==> src/rtl/clock_display_pkg.sv <==
// rtl/clock_display_pkg.sv - segment patterns, digit positions and seg_t shared by the display scanner.
package clock_display_pkg;

  typedef logic [6:0] seg_t;

  // Active-low patterns, bit order {g,f,e,d,c,b,a}
  localparam seg_t SEG_0     = 7'h40;
  localparam seg_t SEG_1     = 7'h79;
  localparam seg_t SEG_2     = 7'h24;
  localparam seg_t SEG_3     = 7'h30;
  localparam seg_t SEG_4     = 7'h19;
  localparam seg_t SEG_5     = 7'h12;
  localparam seg_t SEG_6     = 7'h02;
  localparam seg_t SEG_7     = 7'h78;
  localparam seg_t SEG_8     = 7'h00;
  localparam seg_t SEG_9     = 7'h10;
  localparam seg_t SEG_DASH  = 7'h3F;
  localparam seg_t SEG_BLANK = 7'h7F;

  localparam logic [2:0] IDX_S0      = 3'd0;
  localparam logic [2:0] IDX_S1      = 3'd1;
  localparam logic [2:0] IDX_DASH_LO = 3'd2;
  localparam logic [2:0] IDX_M0      = 3'd3;
  localparam logic [2:0] IDX_M1      = 3'd4;
  localparam logic [2:0] IDX_DASH_HI = 3'd5;
  localparam logic [2:0] IDX_H0      = 3'd6;
  localparam logic [2:0] IDX_H1      = 3'd7;

endpackage

==> src/rtl/clock_display_scan_decode.sv <==
// rtl/clock_display_scan_decode.sv - combinational BCD nibble to active-low seven-segment pattern.
module seven_seg_decode
  import clock_display_pkg::*;
(
  input  logic [3:0] nibble,
  output seg_t       seg
);

  always_comb begin
    seg = SEG_BLANK;
    case (nibble)
      4'd0: seg = SEG_0;
      4'd1: seg = SEG_1;
      4'd2: seg = SEG_2;
      4'd3: seg = SEG_3;
      4'd4: seg = SEG_4;
      4'd5: seg = SEG_5;
      4'd6: seg = SEG_6;
      4'd7: seg = SEG_7;
      4'd8: seg = SEG_8;
      4'd9: seg = SEG_9;
      default: seg = SEG_BLANK;
    endcase
  end

endmodule

==> src/rtl/clock_display_scan.sv <==
// rtl/clock_display_scan.sv - multiplexed 8-digit hh-mm-ss seven-segment scanner with per-frame snapshot.
// Define LEADING_ZERO_BLANK_EN to blank the hours tens digit when it is zero.
module clock_display_scan
  import clock_display_pkg::*;
#(
  parameter int REFRESH_DIV = 100000
) (
  input  logic       clk,
  input  logic       reset,
  input  logic [7:0] hh,
  input  logic [7:0] mm,
  input  logic [7:0] ss,
  output logic [7:0] an,
  output logic [6:0] seg,
  output logic       dp
);

  localparam int PRE_W = (REFRESH_DIV > 1) ? $clog2(REFRESH_DIV) : 1;
  localparam logic [PRE_W-1:0] PRE_MAX = PRE_W'(REFRESH_DIV - 1);

  logic [PRE_W-1:0] prescaler_q, prescaler_d;
  logic [2:0]       idx_q, idx_d;
  logic [7:0]       snap_hh_q, snap_hh_d;
  logic [7:0]       snap_mm_q, snap_mm_d;
  logic [7:0]       snap_ss_q, snap_ss_d;
  logic [7:0]       an_q, an_d;
  seg_t             seg_q, seg_d;
  logic             tc;
  logic [3:0]       nibble;
  seg_t             dec_seg;

  seven_seg_decode u_decode (
    .nibble (nibble),
    .seg    (dec_seg)
  );

  always_comb begin
    tc          = (prescaler_q == PRE_MAX);
    prescaler_d = tc ? '0 : prescaler_q + PRE_W'(1);
    idx_d       = tc ? idx_q + 3'd1 : idx_q;

    // Snapshot only on the edge that wraps idx back to 0, so a frame never mixes times
    snap_hh_d = snap_hh_q;
    snap_mm_d = snap_mm_q;
    snap_ss_d = snap_ss_q;
    if (tc && idx_q == IDX_H1) begin
      snap_hh_d = hh;
      snap_mm_d = mm;
      snap_ss_d = ss;
    end

    nibble = 4'h0;
    case (idx_q)
      IDX_S0:  nibble = snap_ss_q[3:0];
      IDX_S1:  nibble = snap_ss_q[7:4];
      IDX_M0:  nibble = snap_mm_q[3:0];
      IDX_M1:  nibble = snap_mm_q[7:4];
      IDX_H0:  nibble = snap_hh_q[3:0];
      IDX_H1:  nibble = snap_hh_q[7:4];
      default: nibble = 4'h0;
    endcase

    an_d  = ~(8'b1 << idx_q);
    seg_d = dec_seg;
    if (idx_q == IDX_DASH_LO || idx_q == IDX_DASH_HI) begin
      seg_d = SEG_DASH;
    end
`ifdef LEADING_ZERO_BLANK_EN
    if (idx_q == IDX_H1 && snap_hh_q[7:4] == 4'h0) begin
      seg_d = SEG_BLANK;
    end
`else
`endif
  end

  always_ff @(posedge clk) begin
    if (reset) begin
      prescaler_q <= '0;
      idx_q       <= 3'd0;
      snap_hh_q   <= 8'h00;
      snap_mm_q   <= 8'h00;
      snap_ss_q   <= 8'h00;
      an_q        <= 8'hFF;
      seg_q       <= SEG_BLANK;
    end else begin
      prescaler_q <= prescaler_d;
      idx_q       <= idx_d;
      snap_hh_q   <= snap_hh_d;
      snap_mm_q   <= snap_mm_d;
      snap_ss_q   <= snap_ss_d;
      an_q        <= an_d;
      seg_q       <= seg_d;
    end
  end

  assign an  = an_q;
  assign seg = seg_q;
  assign dp  = 1'b1;

endmodule

==> config.mk <==
export PLATFORM = sky130hd
export DESIGN_NAME = clock_display_scan
export DESIGN_NICKNAME = d
export VERILOG_FILES = /design/src/rtl/clock_display_pkg.sv /design/src/rtl/clock_display_scan_decode.sv /design/src/rtl/clock_display_scan.sv
export SDC_FILE = /design/constraint.sdc
export NUM_CORES = 1
export LEC_CHECK = 0
export CAP_MARGIN = 0
export CORE_MARGIN = 2
export CORE_UTILIZATION = 45
export DETAILED_ROUTE_END_ITERATION = 7
export PLACE_DENSITY = 0.75
export RECOVER_POWER = 25
export SYNTH_ARGS = -nofsm -noshare
export SYNTH_HDL_FRONTEND = slang
export SYNTH_SLANG_ARGS = --single-unit
==> constraint.sdc <==
create_clock -name clk -period 4.3 [get_ports clk]
set_input_delay 1.075 -clock clk [delete_from_list [all_inputs] [get_ports clk]]
set_output_delay 1.075 -clock clk [all_outputs]
set_load 0.05 [all_outputs]
==> results_dict.tcl <==
set metrics [dict create \
    status "finished, violations left" \
    violations "max-capacitance violations, max-slew violations" \
    root_buffer "clkbuf_8" \
    path_buf_inv 2 \
    die_area_mm2 0.006583 \
    post-route-worst-setup-slack_ns 1.147 \
    worst_hold_path_type "reg2reg" \
    row_count 28 \
    synthFlopType "dfxtp_1" \
    fin_util 0.5565 \
    seq_area_mm2 0.001181 \
    yosys.cell_types.count 46 \
    drc 0 \
    cpLargestDelayFamily "buffers and inverters" \
    clockBufferDepth 2 \
    peakVddDrop_mv 0.1775 \
    n_antenna_cell 0 \
    synth_area_per_cell_um2 8.722 \
    p_leak_nw 1.176 \
    grt_usage 0.1738 \
    cts_resized 0 \
    path_cells "dlygate4sd3_1 > clkbuf_1 > or2_1 > nor2_1" \
    antenna_found_initial 0 \
    htreeDepth 3 \
    io_buffers 40 \
    dp_hpwl_um 3761 \
    final_layout_size_suffix_gt1_frac 0.07471 \
    area_growth_pct 21.59 \
    cts_tree "yes" \
    grt_pass1_wl_um 8618 \
    grt.overflow.total 0 \
    post_cts_buffers 0 \
    slowest_delay_ns 1.09 \
    slowest_stage "clkbuf_1" \
    vias_per_cell 5.180 \
    setup.worst_path.class "in2reg" \
    drv_slew 38 \
    die_y_um 81.14 \
    multi_input_area_mm2 0.001355 \
    synth_area_mm2 0.002678 \
    final_area_mm2 0.003256 \
    cp-end-kind "register" \
    finalCriticalPeriod_ns 3.153 \
    die_w_um 81.14 \
    worst_pin_slew_ns 1.507 \
    grt_max_degree 38 \
    slew_headroom -0.004824 \
    reg2reg_depth 8 \
    stdcell_count 423 \
    initialDrtViolationCount 121 \
    finalClockSkew_ns 0.005838 \
    startpoint_type "input pin" \
    path_depth 4 \
    numCtsBuffers 9 \
    postPlaceCellArea_mm2 0.003068 \
    cts_num_sinks 59 \
    fin_tns_setup_ns 0 \
    vias 2191 \
    synth_edf_count 0 \
    async_reset_ff_frac 0 \
    seq_area_frac_synth 0.4411 \
    cp_data_arrival_time_ns 3.35 \
    path_max_fanout 37 \
    final_common_cell "nand2_1" \
    critPathRequiredTime_ns 4.50 \
    gp_congestion 0.8632 \
    period_share 0.7332 \
    setup_violations 0 \
    hold_viol 0 \
    nNetsFinal 381 \
    placed_cells 407 \
    ys_warn_count 0 \
    initial_core_util 0.4577 \
    preCtsSetupSlack_ns 1.593 \
    ant_nets 0 \
    final_cell_mix "nand2_1, dfxtp_1, clkdlybuf4s50_1" \
    core_area_mm2 0.005851 \
    synth_fp_nets 345 \
    whs_path_depth 2 \
    fillers 520 \
    cap_viol_max_count 1 \
    hold_buffers 0 \
    ys_ff_latch 59 \
    p_per_area_mw_per_mm2 338.7 \
    syn_inst 307 \
    wl_um 5388 \
    grt_pass1_vias 1942 \
    rsz0062_at_grt "false" \
    firstDrtPassIters 5 \
    path_clk_slew_ns 0.06 \
    clk_latency_ns 0.33 \
    post_drt_wl_per_cell_um 12.74 \
    top_level_ports 42 \
    fmax_mhz 317.2 \
]
cells in the mapped netlist (3+ instances only):
cell      instances  area, um2
nand3_1          11      55.05
xnor2_1           8      70.07
buf_4             3      22.52
a22oi_1           5      37.54
inv_1             8      30.03
ha_1             12      150.1
nand2_1          60      225.2
xor2_1            8      70.07
and3_1            5      31.28
a221oi_1          5      43.79
clkbuf_1          6      22.52
and4_1            3      26.28
mux2_2            3      33.78
a21oi_1          35      175.2
nor2b_1           3      18.77
dfxtp_1          59       1181
buf_6             5      56.30
nand2b_1          4      25.02
nor2_1           29      108.9
metrics by stage:
stage	hold slack [ns]	total power, mW
detailed placement	0.4456	0.6376
finish	0.4497	1.103
global placement	0.4395	0.6366
CTS	0.4515	1.112
floorplan	0.4315	0.6043
global route	0.4695	1.141
cells by family after synthesis:
logic type,Yosys count,share of synthesized area
multiplexers,4,0.01635
AND/OR/NAND/NOR,130,0.2336
flip-flops,59,0.4411
AO/OA/AOI/OAI,61,0.1463
XOR/XNOR,16,0.05234
other,1,0.001401
buffers and inverters,24,0.05280
adder cells (fa/ha/maj),12,0.05607
registers in the layout, summed over array words and instances (netlist names):
register,flops
seg,7
an,8
snap_hh_q,8
snap_ss_q,8
idx_q,3
snap_mm_q,8
prescaler_q,17
worst min-delay path, cell delays in order (launching register included):
cell and delay, ns:
dfxtp_1 0.31, nand2_1 0.05, a21oi_1 0.05
final cells by class:
| type | instances | share of cell area |
|---|---|---|
| Clock inverter | 1 | 0.001537 |
| Sequential cell | 59 | 0.3628 |
| Timing Repair Buffer | 41 | 0.1241 |
| Multi-Input combinational cell | 224 | 0.4162 |
| Clock buffer | 15 | 0.05726 |
| Tap cell | 75 | 0.02882 |
| Inverter | 8 | 0.009224 |
power by group:
group,internal [mW],switching (mW),total (mW)
logic,0.0328,0.0344,0.0672
clock network,0.272,0.206,0.478
registers,0.553,0.00420,0.557
total,0.858,0.245,1.10
path summary, 6_finish.rpt:
path / startpoint / to / slack, ns
worst max-delay path: reset / prescaler_q[14]$_SDFF_PP0_ / 1.15
worst min-delay path: snap_hh_q[1]$_SDFFE_PP0P_ / snap_hh_q[1]$_SDFFE_PP0P_ / 0.45
worst max register to register: idx_q[2]$_SDFFE_PP0N_ / seg[3]$_SDFF_PP1_ / 1.61
worst min register to register: snap_hh_q[1]$_SDFFE_PP0P_ / snap_hh_q[1]$_SDFFE_PP0P_ / 0.45
per-layer routing:
| layer | track usage | up-vias | part of all wire |
|---|---|---|---|
| met5 | 0 | - | 0 |
| met4 | 0.09153 | 0 | 0.022 |
| met3 | 0.04222 | 11 | 0.059 |
| met2 | 0.2686 | 63 | 0.46 |
| met1 | 0.2241 | 1007 | 0.46 |
| li1 | - | 1110 | - |
Note: power is estimated with default switching activity, not from simulation.
